[src/rtl/sifh_hist_readout_pkg.sv]
// Shared sizes, state encoding and address helper for the SiFH histogram readout.
package sifh_hist_readout_pkg;

    localparam int PIX_BITS          = 2;
    localparam int BIN_BITS          = 4;
    localparam int PEAK_MAX          = 8;
    localparam int RAM_ADDR          = PIX_BITS + BIN_BITS;
    localparam int PIXEL_NUM_PER_RAM = 1 << PIX_BITS;
    localparam int BIN_NUM           = 1 << BIN_BITS;

    localparam logic [PIX_BITS-1:0] LAST_PIX = '1;
    localparam logic [BIN_BITS-1:0] LAST_BIN = '1;

    typedef enum logic [2:0] {
        ST_IDLE,
        ST_SCAN,
        ST_DRAIN,
        ST_EMIT,
        ST_DONE
    } state_t;

    // SRAM word address is {pixel, bin}
    function automatic logic [RAM_ADDR-1:0] make_addr(input logic [PIX_BITS-1:0] pix,
                                                      input logic [BIN_BITS-1:0] bin);
        return {pix, bin};
    endfunction

endpackage

[src/rtl/sifh_hist_readout_if.sv]
// SRAM read/clear port plus the peak-record valid/ready stream of the histogram readout.
interface sifh_hist_readout_if;
    import sifh_hist_readout_pkg::*;

    logic [RAM_ADDR-1:0] ram_raddr;
    logic                ram_ren;
    logic [PEAK_MAX-1:0] ram_q;
    logic [RAM_ADDR-1:0] ram_waddr;
    logic                ram_wen;
    logic [PEAK_MAX-1:0] ram_wdata;
    logic                out_valid;
    logic                out_ready;
    logic [PIX_BITS-1:0] out_pixel;
    logic [BIN_BITS-1:0] out_bin;
    logic [PEAK_MAX-1:0] out_count;

    // Readout block side
    modport master (
        output ram_raddr, ram_ren, ram_waddr, ram_wen, ram_wdata,
        output out_valid, out_pixel, out_bin, out_count,
        input  ram_q, out_ready
    );

    // SRAM and record consumer side
    modport slave (
        input  ram_raddr, ram_ren, ram_waddr, ram_wen, ram_wdata,
        input  out_valid, out_pixel, out_bin, out_count,
        output ram_q, out_ready
    );

endinterface

[src/rtl/sifh_hist_readout_peak_tracker.sv]
// Running maximum / argmax of one pixel's histogram; ties keep the earliest (lowest) bin.
module sifh_peak_tracker
    import sifh_hist_readout_pkg::*;
(
    input  logic                clk,
    input  logic                res,
    input  logic                clr,
    input  logic                cmp_en,
    input  logic [BIN_BITS-1:0] cmp_bin,
    input  logic [PEAK_MAX-1:0] cmp_val,
    output logic [BIN_BITS-1:0] peak_bin,
    output logic [PEAK_MAX-1:0] peak_val
);

    // Clear at pixel start, otherwise take a strictly larger count together with its bin
    always_ff @(posedge clk or negedge res) begin
        if (!res) begin
            peak_bin <= '0;
            peak_val <= '0;
        end else if (clr) begin
            peak_bin <= '0;
            peak_val <= '0;
        end else if (cmp_en && (cmp_val > peak_val)) begin
            peak_bin <= cmp_bin;
            peak_val <= cmp_val;
        end
    end

endmodule

[src/rtl/sifh_hist_readout.sv]
// Scans every pixel's histogram bins, streams one peak record per pixel and optionally zeroes the SRAM behind it.
module sifh_hist_readout
    import sifh_hist_readout_pkg::*;
#(
    parameter bit CLEAR_ON_READ = 1'b1
) (
    input  logic clk,
    input  logic res,
    input  logic start,
    output logic busy,
    output logic done,
    sifh_hist_readout_if.master bus
);

    state_t              state;
    logic [PIX_BITS-1:0] pix;
    logic                rd_vld;
    logic                accept;
    logic                last_bin;
    logic                trk_clr;

    assign accept   = (state == ST_EMIT) && bus.out_ready;
    assign last_bin = (bus.ram_raddr[BIN_BITS-1:0] == LAST_BIN);
    // The tracker restarts whenever a new pixel scan begins
    assign trk_clr  = ((state == ST_IDLE) && start) || (accept && (pix != LAST_PIX));

    assign bus.out_pixel = pix;
    assign bus.ram_wdata = '0;

    // Frame sequencer: issues one read per SCAN cycle, waits for the last word, then hands the record off
    always_ff @(posedge clk or negedge res) begin
        if (!res) begin
            state         <= ST_IDLE;
            pix           <= '0;
            busy          <= 1'b0;
            done          <= 1'b0;
            bus.ram_ren   <= 1'b0;
            bus.ram_raddr <= '0;
            bus.out_valid <= 1'b0;
        end else begin
            case (state)
                ST_IDLE: begin
                    if (start) begin
                        state         <= ST_SCAN;
                        busy          <= 1'b1;
                        pix           <= '0;
                        bus.ram_ren   <= 1'b1;
                        bus.ram_raddr <= make_addr('0, '0);
                    end
                end
                ST_SCAN: begin
                    if (last_bin) begin
                        state       <= ST_DRAIN;
                        bus.ram_ren <= 1'b0;
                    end else begin
                        bus.ram_raddr <= bus.ram_raddr + RAM_ADDR'(1);
                    end
                end
                ST_DRAIN: begin
                    state         <= ST_EMIT;
                    bus.out_valid <= 1'b1;
                end
                ST_EMIT: begin
                    if (bus.out_ready) begin
                        bus.out_valid <= 1'b0;
                        if (pix == LAST_PIX) begin
                            state <= ST_DONE;
                            done  <= 1'b1;
                        end else begin
                            state         <= ST_SCAN;
                            pix           <= pix + PIX_BITS'(1);
                            bus.ram_ren   <= 1'b1;
                            bus.ram_raddr <= make_addr(pix + PIX_BITS'(1), '0);
                        end
                    end
                end
                ST_DONE: begin
                    state <= ST_IDLE;
                    done  <= 1'b0;
                    busy  <= 1'b0;
                end
                default: begin
                    state <= ST_IDLE;
                end
            endcase
        end
    end

    // Read-data pipeline: compare and clear the word read one cycle earlier
    always_ff @(posedge clk or negedge res) begin
        if (!res) begin
            rd_vld        <= 1'b0;
            bus.ram_wen   <= 1'b0;
            bus.ram_waddr <= '0;
        end else begin
            rd_vld      <= bus.ram_ren;
            bus.ram_wen <= bus.ram_ren && CLEAR_ON_READ;
            if (bus.ram_ren) begin
                bus.ram_waddr <= bus.ram_raddr;
            end
        end
    end

    sifh_peak_tracker u_tracker (
        .clk      (clk),
        .res      (res),
        .clr      (trk_clr),
        .cmp_en   (rd_vld),
        .cmp_bin  (bus.ram_waddr[BIN_BITS-1:0]),
        .cmp_val  (bus.ram_q),
        .peak_bin (bus.out_bin),
        .peak_val (bus.out_count)
    );

endmodule

[src/flat_wrapper.sv]
// flat-port wrapper written by rule: the top's interface ports become plain ports
module sifh_hist_readout_flat import sifh_hist_readout_pkg::*;
#(
    parameter bit CLEAR_ON_READ = 1'b1
)
  (clk, res, start, busy, done, bus_ram_raddr, bus_ram_ren, bus_ram_waddr, bus_ram_wen, bus_ram_wdata, bus_out_valid, bus_out_pixel, bus_out_bin, bus_out_count, bus_ram_q, bus_out_ready);
  sifh_hist_readout_if bus_i ();
  input  logic clk;
  input  logic res;
  input  logic start;
  output logic busy;
  output logic done;
  output wire logic [$bits(bus_i.ram_raddr)-1:0] bus_ram_raddr;
  output wire logic [$bits(bus_i.ram_ren)-1:0] bus_ram_ren;
  output wire logic [$bits(bus_i.ram_waddr)-1:0] bus_ram_waddr;
  output wire logic [$bits(bus_i.ram_wen)-1:0] bus_ram_wen;
  output wire logic [$bits(bus_i.ram_wdata)-1:0] bus_ram_wdata;
  output wire logic [$bits(bus_i.out_valid)-1:0] bus_out_valid;
  output wire logic [$bits(bus_i.out_pixel)-1:0] bus_out_pixel;
  output wire logic [$bits(bus_i.out_bin)-1:0] bus_out_bin;
  output wire logic [$bits(bus_i.out_count)-1:0] bus_out_count;
  input wire logic [$bits(bus_i.ram_q)-1:0] bus_ram_q;
  input wire logic [$bits(bus_i.out_ready)-1:0] bus_out_ready;
  assign bus_ram_raddr = bus_i.ram_raddr;
  assign bus_ram_ren = bus_i.ram_ren;
  assign bus_ram_waddr = bus_i.ram_waddr;
  assign bus_ram_wen = bus_i.ram_wen;
  assign bus_ram_wdata = bus_i.ram_wdata;
  assign bus_out_valid = bus_i.out_valid;
  assign bus_out_pixel = bus_i.out_pixel;
  assign bus_out_bin = bus_i.out_bin;
  assign bus_out_count = bus_i.out_count;
  assign bus_i.ram_q = bus_ram_q;
  assign bus_i.out_ready = bus_out_ready;
  sifh_hist_readout #(.CLEAR_ON_READ(CLEAR_ON_READ)) u_core (.clk(clk), .res(res), .start(start), .busy(busy), .done(done), .bus(bus_i));
endmodule
[config.mk]
export PLATFORM = sky130hd
export DESIGN_NAME = sifh_hist_readout_flat
export DESIGN_NICKNAME = d
export VERILOG_FILES = /design/src/rtl/sifh_hist_readout_pkg.sv /design/src/rtl/sifh_hist_readout_if.sv /design/src/rtl/sifh_hist_readout_peak_tracker.sv /design/src/rtl/sifh_hist_readout.sv /design/src/flat_wrapper.sv
export SDC_FILE = /design/constraint.sdc
export NUM_CORES = 1
export LEC_CHECK = 0
export ABC_CLOCK_PERIOD_IN_PS = 2200
export CAP_MARGIN = 20
export CORE_ASPECT_RATIO = 0.9
export CORE_MARGIN = 2
export CORE_UTILIZATION = 45
export CTS_BUF_LIST = sky130_fd_sc_hd__clkbuf_2 sky130_fd_sc_hd__clkbuf_4 sky130_fd_sc_hd__clkbuf_8
export DETAILED_ROUTE_END_ITERATION = 7
export DONT_BUFFER_PORTS = 1
export MAX_ROUTING_LAYER = met4
export PLACE_DENSITY = 0.7
export REMOVE_ABC_BUFFERS = 1
export SYNTH_ARGS = -nofsm -noshare
export SYNTH_HDL_FRONTEND = slang
export SYNTH_SLANG_ARGS = --single-unit
[constraint.sdc]
create_clock -name clk -period 2.2 [get_ports clk]
set_clock_uncertainty 0.2 [all_clocks]
set_input_delay 0.44 -clock clk [delete_from_list [all_inputs] [get_ports clk]]
set_output_delay 0.44 -clock clk [all_outputs]
set_load 0.01 [all_outputs]
==> out/results.tsv, run 1 <==
stage	metric	value	unit
clocking	clock_tree.htree_level_count	2	
placement	gpl.final_weighted_congestion	0.941	
synthesis	netlist_instances	189	
timing	final_hold_slack	0.0901	ns
timing	fin_crit_sh	0.960	
drt	vias_per_cell	5.66	
global_routing	track_usage	0.191	
synthesis	synth.most_common_cell	sky130_fd_sc_hd__dfrtp_1	
synthesis	syn-mean-instance-area	9.43	um2
timing	unrepaired_setup_endpoints_after_global_routing	no	
drt	detail_route.drc_violations	0	
synthesis	netlist.top_cell.by_area	sky130_fd_sc_hd__dfrtp_1	
placement	place.detailed.hpwl	2800	um
drt	wl_per_cell	15.5	um
hold_path	holdCritPathClass	primary input to flip-flop	
timing	slew_viol_final	0	
clocking	clock_insertion_delay_worst_skew	0.29	ns
finish	post_route_cells_drive_above_1_share	0.207	
synthesis	post_synth_instance_area	0.00178	mm2
synthesis	ys.warnings.count	0	
power	total_switching_power	1280	uW
clocking	clock_buffer_count_from_cts	5	
power	clockPowerShare	0.157	
drt	routed_wirelength	3930	um
synthesis	synth_top_cells_by_area	sky130_fd_sc_hd__dfrtp_1 48%, sky130_fd_sc_hd__ha_1 7.0%, sky130_fd_sc_hd__a21oi_1 5.9%	
outcome	status	complete, no violations	
worst_setup_path	worst_ep_required_time	2.21	ns
clocking	clkSinkCount	34	
clocking	cts_tree	done	
global_routing	initial_antenna_violation_count	0	
floorplan	die_width	70.4	um
power	cell_internal_pwr	1800	uW
power	share_comb_of_total_power	0.459	
finish	stdcell_count	254	
worst_setup_path	cp_data_arrival_time	2.12	ns
worst_setup_path	worstSetupStartpointType	flip-flop	
finish	layout.nets	229	
floorplan	floorplan.rows	21	
power	p_per_area	1480	mW/mm2
global_routing	number_of_global_route_vias_before_repair	1422	
finish	inserted_diodes	0	
finish	fill_cells	316	
flow_run	timing.max_cap.violations	0	
clocking	cts-root-to-sink-buffers	2	
global_routing	grt_first_pass_wirelength	6520	um
synthesis	synth_seq_area_share	0.477	
worst_setup_path	critical_path.max_fanout	5	
synthesis	synthTopCellsByCount	34 x sky130_fd_sc_hd__dfrtp_1, 21 x sky130_fd_sc_hd__a21oi_1, 17 x sky130_fd_sc_hd__o21ai_0	
floorplan	design.portCount	51	
drt	drtIter0Drc	54	
global_routing	grt_max_degree	35	
synthesis	post_synth_edffs	0	
timing	hold_viol_final	0	
power	cellLeakagePower	0.000969	uW
synthesis	dominantRegCellSynth	sky130_fd_sc_hd__dfrtp_1	
drt	dr_total_vias	1438	
floorplan	design.die.area	0.00448	mm2
power	peakVddDrop	0.000676	V
finish	final_area	0.00207	mm2
clocking	clock_tree.root_cell	sky130_fd_sc_hd__clkbuf_8	
drt	number_of_antenna_violating_nets_in_the_routed_design	0	
worst_setup_path	worst-setup-path-type	flip-flop to flip-flop	
timing	setup-tns-final	0	ns
placement	placed_cells	241	
synthesis	netlist.area_leader.share	0.477	
floorplan	floorplan.initialDensity	0.475	
synthesis	yosys.cell_types.count	34	
power	seq_power_share	0.383	
placement	port_buffers	0	
synthesis	ys_async_sr_fraction	1.00	
finish	synth_to_final_area_change	16.1	%
power	switching_share	0.415	
drt	iteration_count_of_the_initial_detailed_routing_pass	4	
synthesis	synth_seq_cells	34	
placement	dpl-instance-area	0.00189	mm2
clocking	clk_pin_slew_worst_paths	0.07	ns
timing	final_setup_violation_count	0	
timing	max_freq	0.473	GHz
timing	layout_min_cycle_time	2.11	ns
floorplan	floorplan.die.height	63.7	um
floorplan	design.core.area	0.00376	mm2
global_routing	gr-total-overflow	0	
worst_setup_path	worstSetupEndpointType	flip-flop	
-- critical path: stages, from the launching register on --
cell                       delay (ns)
sky130_fd_sc_hd__dfrtp_2         0.45
sky130_fd_sc_hd__ha_2            0.21
sky130_fd_sc_hd__nand3b_1        0.20
sky130_fd_sc_hd__a221o_1         0.39
sky130_fd_sc_hd__or4_1           0.47
sky130_fd_sc_hd__o211ai_1        0.11
-- registers in the layout (all words and copies together) (netlist names) --
signal	cells
u_core.u_tracker.peak_bin	4
u_core.bus.out_valid	1
u_core.u_tracker.peak_val	8
u_core.bus.ram_ren	1
u_core.state	3
u_core.done	1
u_core.busy	1
u_core.bus.ram_raddr	6
u_core.bus.ram_waddr	6
u_core.bus.out_pixel	2
u_core.bus.ram_wen	1
-- layer usage --
metal / wire [um] / share of wire / vias up / global-route usage
li1: - / - / 677 / -
met1: 1660 / 0.42 / 697 / 0.216
met2: 1840 / 0.47 / 57 / 0.307
met3: 360 / 0.092 / 7 / 0.0640
met4: 68 / 0.017 / 0 / 0.0889
met5: 0 / 0 / - / -
-- power groups by stage --
| stage | Combinational (uW) | Clock [uW] | Sequential (uW) |
|---|---|---|---|
| floorplan | 779 | 0 | 1210 |
| global placement | 1210 | 0 | 1180 |
| detailed placement | 1280 | 0 | 1190 |
| CTS | 1350 | 497 | 1180 |
| global route | 1580 | 521 | 1210 |
| finish | 1410 | 483 | 1180 |
-- final cells by class --
| type | count | area (um2) | share of cell area |
|---|---|---|---|
| Clock buffer | 7 | 90.1 | 0.0435 |
| Clock inverter | 1 | 5.00 | 0.00242 |
| Inverter | 13 | 48.8 | 0.0236 |
| Multi-Input combinational cell | 132 | 845 | 0.408 |
| Sequential cell | 34 | 852 | 0.411 |
| Tap cell | 46 | 57.6 | 0.0278 |
| Timing Repair Buffer | 21 | 173 | 0.0834 |
-- metrics by stage --
stage	total power [uW]	util	setup slack [ns]
3_3_place_gp	2390	0.503	-0.306
2_1_floorplan	1990	-	0.00516
5_1_grt	3310	0.551	0.00163
4_1_cts	3020	0.542	0.0638
6_report	3070	0.551	0.0881
3_5_place_dp	2470	0.503	-0.453
-- worst paths after layout --
kind / end / cells after the start / slack (ns) / from
max in group asynchronous: u_core.bus.out_pixel[0] / 2 / 1.20 / res
min in group asynchronous: u_core.bus.ram_raddr[0] / 2 / 0.41 / res
setup reg to reg: u_core.bus.ram_raddr[5] / 5 / 0.09 / u_core.bus.out_pixel[0]
hold reg to reg: u_core.bus.out_valid / 2 / 0.35 / u_core.bus.out_valid
setup / recovery: u_core.bus.ram_raddr[5] / 5 / 0.09 / u_core.bus.out_pixel[0]
hold / removal: u_core.u_tracker.peak_val[6] / 2 / 0.09 / bus_ram_q[6]
-- what timing repair did --
item | in CTS | in global routing
gates resized for setup | 5 | 4
endpoints found under the setup margin | 12 | 13
hold endpoints to repair | 34 | 0
buffers inserted | 0 | 3
hold buffers | 2 | 0
pin swaps | 0 | 2
-- kinds of logic after synthesis --
| kind of cell | count (synthesis) | synth area share |
|---|---|---|
| DFF | 34 | 0.477 |
| muxes | 6 | 0.0379 |
| and+or+nand+nor | 55 | 0.156 |
| other | 1 | 0.00210 |
| buffers and inverters | 30 | 0.0814 |
| xor gates and xnor gates | 2 | 0.00983 |
| AOI/OAI and AO/OA | 51 | 0.165 |
| adders and majority gates | 10 | 0.0702 |
-- layout by cell type, fill, tap and decap left out, types with 2 or more instances in the layout --
master,instances
sky130_fd_sc_hd__nand3b_1,2
sky130_fd_sc_hd__conb_1,8
sky130_fd_sc_hd__buf_4,19
sky130_fd_sc_hd__dfrtp_1,33
sky130_fd_sc_hd__xnor2_1,2
sky130_fd_sc_hd__ha_1,9
sky130_fd_sc_hd__mux2_2,6
sky130_fd_sc_hd__a21oi_1,21
sky130_fd_sc_hd__a21o_1,3
sky130_fd_sc_hd__nand3_1,15
sky130_fd_sc_hd__nor2b_1,2
sky130_fd_sc_hd__nor2_1,8
sky130_fd_sc_hd__nand2_1,16
sky130_fd_sc_hd__inv_1,13
sky130_fd_sc_hd__nand4_1,2
sky130_fd_sc_hd__clkbuf_8,6
sky130_fd_sc_hd__o21ai_0,17
Note: power is estimated with default switching activity, not from simulation.
==> inputs of run 2 (changes only) <==
--- a/config.mk
+++ b/config.mk
@@ -13,9 +13,7 @@
 export CTS_BUF_LIST = sky130_fd_sc_hd__clkbuf_2 sky130_fd_sc_hd__clkbuf_4 sky130_fd_sc_hd__clkbuf_8
 export DETAILED_ROUTE_END_ITERATION = 7
 export DONT_BUFFER_PORTS = 1
-export MAX_ROUTING_LAYER = met4
 export PLACE_DENSITY = 0.7
-export REMOVE_ABC_BUFFERS = 1
 export SYNTH_ARGS = -nofsm -noshare
 export SYNTH_HDL_FRONTEND = slang
 export SYNTH_SLANG_ARGS = --single-unit
==> out/results.tsv, run 2 (synthesis gave the netlist of run 1 again) <==
stage	metric	value	unit	change
timing	unrepaired_setup_endpoints_after_global_routing	no		unchanged
global_routing	initial_antenna_violation_count	0		unchanged
global_routing	track_usage	0.193		was 0.191
power	switching_share	0.401		was 0.415
worst_setup_path	worstSetupStartpointType	flip-flop		unchanged
clocking	cts_tree	done		unchanged
drt	routed_wirelength	3950	um	was 3930 um
floorplan	die_width	70.4	um	unchanged
power	cellLeakagePower	0.000958	uW	was 0.000969 uW
power	seq_power_share	0.377		was 0.383
clocking	clock_tree.root_cell	sky130_fd_sc_hd__clkbuf_8		unchanged
clocking	clock_tree.htree_level_count	2		unchanged
timing	layout_min_cycle_time	2.06	ns	was 2.11 ns
global_routing	grt_first_pass_wirelength	6670	um	was 6520 um
floorplan	design.core.area	0.00376	mm2	unchanged
hold_path	holdCritPathClass	primary input to flip-flop		unchanged
drt	dr_total_vias	1381		was 1,438
clocking	clkSinkCount	34		unchanged
placement	dp_slack	-0.401	ns	was -0.453 ns
placement	gpl.final_weighted_congestion	0.857		was 0.941
worst_setup_path	crit_family	simple AND/OR/NAND/NOR gates		unchanged
power	clockPowerShare	0.185		was 0.157
placement	dpl-instance-area	0.00190	mm2	was 0.00189 mm2
finish	synth_to_final_area_change	15.9	%	was 16.1%
finish	mostFrequentLayoutCell	sky130_fd_sc_hd__dfrtp_1		unchanged
drt	detail_route.drc_violations	0		unchanged
floorplan	design.portCount	51		unchanged
finish	layout.nets	227		was 229
placement	place.detailed.hpwl	2910	um	was 2800 um
finish	post_route_cells_drive_above_1_share	0.194		was 0.207
power	share_comb_of_total_power	0.438		was 0.459
drt	drtIter0Drc	63		was 54
worst_setup_path	critPathMaxStageDelay	0.47	ns	about the same
timing	max_freq	0.485	GHz	was 0.473 GHz
drt	iteration_count_of_the_initial_detailed_routing_pass	4		unchanged
hold_path	worstHoldStart	bus_ram_q[6]		unchanged
power	p_per_area	1510	mW/mm2	was 1480 mW/mm2
worst_setup_path	worst_ep_required_time	2.20	ns	was 2.21 ns
worst_setup_path	worstSetupEndpointType	flip-flop		unchanged
timing	final_critical_path_setup_slack	0.136	ns	was 0.0881 ns
clocking	cts-root-to-sink-buffers	2		unchanged
finish	largest_registers	u_core.u_tracker.peak_val (8), u_core.bus.ram_raddr (6), u_core.bus.ram_waddr (6)		unchanged
flow_run	timing.max_cap.violations	0		unchanged
floorplan	floorplan.die.height	63.7	um	unchanged
outcome	status	complete, no violations		unchanged
worst_setup_path	crit_buf_inv	0		unchanged
finish	final_util	0.550		was 0.551
clocking	clock_buffer_count_from_cts	5		unchanged
worst_setup_path	critical_path.max_fanout	3		was 5
power	total_switching_power	1250	uW	was 1280 uW
finish	inserted_diodes	0		unchanged
floorplan	floorplan.initialDensity	0.475		unchanged
worst_setup_path	start_point_of_the_critical_path	u_core.bus.out_pixel[1]		was u_core.bus.out_pixel[0]
worst_setup_path	crit_slowest_cell	sky130_fd_sc_hd__or4_1		unchanged
timing	hold_viol_final	0		unchanged
power	cell_internal_pwr	1870	uW	was 1800 uW
worst_setup_path	cp_data_arrival_time	2.06	ns	was 2.12 ns
finish	most_frequent_cells_in_the_layout	33 x sky130_fd_sc_hd__dfrtp_1, 21 x sky130_fd_sc_hd__a21oi_1, 17 x sky130_fd_sc_hd__o21ai_0, 17 x sky130_fd_sc_hd__buf_4, 16 x sky130_fd_sc_hd__nand2_1		was 33 x sky130_fd_sc_hd__dfrtp_1, 21 x sky130_fd_sc_hd__a21oi_1, 19 x sky130_fd_sc_hd__buf_4, 17 x sky130_fd_sc_hd__o21ai_0, 16 x sky130_fd_sc_hd__nand2_1
floorplan	floorplan.rows	21		unchanged
timing	slew_viol_final	0		unchanged
finish	max_ffs_per_register	8		unchanged
global_routing	grt_max_degree	35		unchanged
clocking	clk_pin_slew_worst_paths	0.07	ns	about the same
global_routing	number_of_global_route_vias_before_repair	1356		was 1,422
drt	vias_per_cell	5.48		was 5.66
placement	port_buffers	0		unchanged
power	peakVddDrop	0.000697	V	was 0.000676 V
timing	fin_crit_sh	0.938		was 0.960
worst_setup_path	worstReg2RegStart	u_core.bus.out_pixel[1]		was u_core.bus.out_pixel[0]
finish	stdcell_count	252		was 254
clocking	postCtsSetupBuffers	0		unchanged
worst_setup_path	worst-r2r-setup-slack	0.14	ns	was 0.09 ns
timing	final_setup_violation_count	0		unchanged
placement	placed_cells	242		was 241
drt	number_of_antenna_violating_nets_in_the_routed_design	0		unchanged
finish	final_area	0.00207	mm2	about the same
clocking	clock_insertion_delay_worst_skew	0.28	ns	was 0.29 ns
worst_setup_path	crit_chain	ha_2 > nand3b_1 > a221o_1 > or4_1 > o211ai_1		unchanged
global_routing	gr-total-overflow	0		unchanged
power	finalPower	3120	uW	was 3070 uW
finish	register_bank_with_the_most_flops	u_core.u_tracker.peak_val		unchanged
drt	wl_per_cell	15.7	um	was 15.5 um
floorplan	design.die.area	0.00448	mm2	unchanged
worst_setup_path	worst-setup-path-type	flip-flop to flip-flop		unchanged
## run 2: what timing repair did
action	CTS	global route
endpoints found under the setup margin	12	13
gates resized for setup	2	5
hold endpoints to repair	34	0
cloned	0	0
hold buffers	2	0
pin swaps	0	2
## run 2: power groups by stage
stage	Clock, uW	Sequential, uW	Combinational [uW]
2_1_floorplan	0	1190	856
3_3_place_gp	0	1180	1250
3_5_place_dp	0	1190	1300
4_1_cts	592	1180	1360
5_1_grt	635	1220	1520
6_report	576	1170	1370
## run 2: cell type report
type                            count  area, um2
Multi-Input combinational cell    132        837
Inverter                           13       48.8
Sequential cell                    34        852
Clock inverter                      1       30.0
Timing Repair Buffer               19        158
Clock buffer                        7       83.8
Tap cell                           46       57.6
Fill cell                         346       1690
## run 2: per-layer routing
layer / share of wire / wire length (um) / vias up / track usage
met5: 0 / 0 / - / 0
met2: 0.49 / 1930 / 35 / 0.307
li1: - / - / 676 / -
met1: 0.43 / 1700 / 665 / 0.233
met3: 0.069 / 271 / 5 / 0.0848
met4: 0.012 / 47 / 0 / 0.0649
## run 2: path summary, 6_finish.rpt
check | end | cells after the start
max | u_core.bus.ram_raddr[5] | 5
min | u_core.u_tracker.peak_val[6] | 2
max reg2reg | u_core.bus.ram_raddr[5] | 5
min reg2reg | u_core.bus.out_valid | 2
max in group asynchronous | u_core.bus.out_pixel[1] | 2
min in group asynchronous | u_core.bus.ram_waddr[4] | 2
## run 2: per-stage QoR
| step | setup TNS (ns) | hold WS, ns |
|---|---|---|
| floorplan | 0 | -0.0556 |
| global placement | -4.04 | -0.0548 |
| detailed placement | -4.42 | -0.0548 |
| CTS | 0 | 0.0825 |
| global route | 0 | 0.0817 |
| finish | 0 | 0.0940 |
==> inputs of run 3 (changes only) <==
--- a/config.mk
+++ b/config.mk
@@ -8,7 +8,7 @@
 export ABC_CLOCK_PERIOD_IN_PS = 2200
 export CAP_MARGIN = 20
 export CORE_ASPECT_RATIO = 0.9
-export CORE_MARGIN = 2
+export CORE_MARGIN = 8
 export CORE_UTILIZATION = 45
 export CTS_BUF_LIST = sky130_fd_sc_hd__clkbuf_2 sky130_fd_sc_hd__clkbuf_4 sky130_fd_sc_hd__clkbuf_8
 export DETAILED_ROUTE_END_ITERATION = 7
==> out/results.tsv, run 3 (synthesis gave the netlist of run 1 again) <==
stage	metric	value	unit	change
worst_setup_path	worst-r2r-setup-slack	0.17	ns	was 0.14 ns
drt	iteration_count_of_the_initial_detailed_routing_pass	4		unchanged
timing	final_setup_violation_count	0		unchanged
drt	number_of_antenna_violating_nets_in_the_routed_design	0		unchanged
global_routing	grt_first_pass_wirelength	6930	um	was 6670 um
finish	mostFrequentLayoutCell	sky130_fd_sc_hd__dfrtp_1		unchanged
finish	largest_registers	u_core.u_tracker.peak_val (8), u_core.bus.ram_raddr (6), u_core.bus.ram_waddr (6)		unchanged
clocking	clk_pin_slew_worst_paths	0.07	ns	about the same
finish	seq_area	851	um2	was 852 um2
worst_setup_path	worst_ep_required_time	2.21	ns	was 2.20 ns
timing	layout_min_cycle_time	2.03	ns	was 2.06 ns
floorplan	floorplan.initialDensity	0.475		unchanged
clocking	cts_tree	done		unchanged
drt	wl_per_cell	16.7	um	was 15.7 um
finish	max_ffs_per_register	8		unchanged
worst_setup_path	start_point_of_the_critical_path	u_core.u_tracker.peak_val[7]		was u_core.bus.out_pixel[1]
floorplan	design.die.area	0.00624	mm2	was 0.00448 mm2
global_routing	grt_max_degree	35		unchanged
global_routing	track_usage	0.146		was 0.193
timing	setup-tns-final	0	ns	unchanged
floorplan	die_width	82.4	um	was 70.4 um
timing	max_freq	0.493	GHz	was 0.485 GHz
worst_setup_path	worstReg2RegStart	u_core.u_tracker.peak_val[7]		was u_core.bus.out_pixel[1]
placement	gpl.final_weighted_congestion	0.830		was 0.857
finish	synth_to_final_area_change	18.1	%	was 15.9%
global_routing	gr-total-overflow	0		unchanged
worst_setup_path	worstSetupEndpointType	flip-flop		unchanged
worst_setup_path	r2r_end	u_core.u_tracker.peak_val[6]		was u_core.bus.ram_raddr[5]
worst_setup_path	worstSetupStartpointType	flip-flop		unchanged
clocking	clock_insertion_delay_worst_skew	0.29	ns	was 0.28 ns
timing	final_hold_slack	0.0854	ns	was 0.0940 ns
global_routing	number_of_global_route_vias_before_repair	1422		was 1,356
power	peakVddDrop	0.000707	V	was 0.000697 V
drt	vias_per_cell	5.46		was 5.48
clocking	clock_buffer_count_from_cts	5		unchanged
timing	slew_viol_final	0		unchanged
clocking	clock_tree.htree_level_count	2		unchanged
timing	unrepaired_setup_endpoints_after_global_routing	no		unchanged
finish	layout.nets	231		was 227
global_routing	initial_antenna_violation_count	0		unchanged
power	cellLeakagePower	0.000991	uW	was 0.000958 uW
flow_run	timing.max_cap.violations	0		unchanged
finish	area_of_the_multi_input_gates	818	um2	was 837 um2
drt	routed_wirelength	4260	um	was 3950 um
worst_setup_path	worst-setup-path-type	flip-flop to flip-flop		unchanged
finish	post_route_cells_drive_above_1_share	0.186		was 0.194
hold_path	holdCritPathClass	primary input to flip-flop		unchanged
drt	detail_route.drc_violations	0		unchanged
finish	most_frequent_cells_in_the_layout	34 x sky130_fd_sc_hd__dfrtp_1, 21 x sky130_fd_sc_hd__a21oi_1, 21 x sky130_fd_sc_hd__buf_4, 17 x sky130_fd_sc_hd__o21ai_0, 16 x sky130_fd_sc_hd__nand2_1		was 33 x sky130_fd_sc_hd__dfrtp_1, 21 x sky130_fd_sc_hd__a21oi_1, 17 x sky130_fd_sc_hd__o21ai_0, 17 x sky130_fd_sc_hd__buf_4, 16 x sky130_fd_sc_hd__nand2_1
worst_setup_path	critical_path.max_fanout	9		was 3
placement	port_buffers	0		unchanged
floorplan	design.core.area	0.00376	mm2	unchanged
worst_setup_path	cp_data_arrival_time	2.04	ns	was 2.06 ns
clocking	cts-root-to-sink-buffers	2		unchanged
clocking	clkSinkCount	34		unchanged
power	finalPower	3300	uW	was 3120 uW
floorplan	floorplan.die.height	75.7	um	was 63.7 um
finish	inserted_diodes	0		unchanged
worst_setup_path	r2r_depth	8		was 5
worst_setup_path	cp-endpoint	u_core.u_tracker.peak_val[6]		was u_core.bus.ram_raddr[5]
placement	place.detailed.hpwl	3180	um	was 2910 um
floorplan	design.portCount	51		unchanged
timing	fin_crit_sh	0.922		was 0.938
power	p_per_area	1570	mW/mm2	was 1510 mW/mm2
outcome	status	complete, no violations		unchanged
drt	drtIter0Drc	101		was 63
finish	fill_cells	324		was 346
clocking	clock_tree.root_cell	sky130_fd_sc_hd__clkbuf_8		unchanged
floorplan	floorplan.rows	21		unchanged
timing	hold_viol_final	0		unchanged
drt	dr_total_vias	1397		was 1,381
finish	register_bank_with_the_most_flops	u_core.u_tracker.peak_val		unchanged
## run 3: through the flow
step	cells	area, um2	util	setup slack (ns)
6_report	256	2110	0.560	0.172
3_3_place_gp	246	1930	0.513	0.193
2_1_floorplan	196	1810	-	0.158
3_5_place_dp	246	1930	0.513	0.130
5_1_grt	256	2110	0.560	0.00156
4_1_cts	256	2100	0.559	0.182
## run 3: worst min-delay path by stage
stage,cells past startpoint,start,to
final,2,bus_ram_q[1],u_core.u_tracker.peak_val[1]
after global routing,2,bus_ram_q[1],u_core.u_tracker.peak_val[1]
after CTS,2,bus_ram_q[1],u_core.u_tracker.peak_val[1]
after detailed placement,0,res,u_core.busy
after global placement,0,res,u_core.busy
after floorplan,0,res,u_core.bus.out_pixel[0]
## run 3: metal layers
layer / vias to the layer above / track usage / routed length [um]
met4: 0 / 0.0564 / 51
met1: 659 / 0.169 / 1750
met3: 4 / 0.0696 / 449
li1: 681 / - / -
met5: - / 0 / 0
met2: 53 / 0.228 / 2010
## run 3: cell type report
class	instances	area share
multi-input combinational	132	0.389
clock buffer	6	0.0392
sequential	34	0.404
inverter	13	0.0232
clock inverter	2	0.0285
tap	46	0.0273
timing repair buffer	23	0.0891
## run 3: timing repair
item / 4_1_cts / 5_1_grt
gates resized for setup: 0 / 1
hold buffers: 2 / 0
buffers inserted: 0 / 0
endpoints found under the setup margin: 0 / 1
endpoints found under the hold margin: 34 / 0
## run 3: power breakdown
part | switching (uW) | internal, uW
Clock | 234 | 483
Sequential | 303 | 889
Combinational | 740 | 649
## run 3: worst max-delay path, stage by stage (launching register included)
cell	delay, ns
sky130_fd_sc_hd__dfrtp_1	0.35
sky130_fd_sc_hd__inv_1	0.05
sky130_fd_sc_hd__ha_1	0.30
sky130_fd_sc_hd__a21oi_1	0.17
sky130_fd_sc_hd__o21ai_1	0.13
sky130_fd_sc_hd__o31ai_2	0.30
sky130_fd_sc_hd__buf_4	0.21
sky130_fd_sc_hd__o21ai_0	0.09
sky130_fd_sc_hd__a21oi_1	0.16
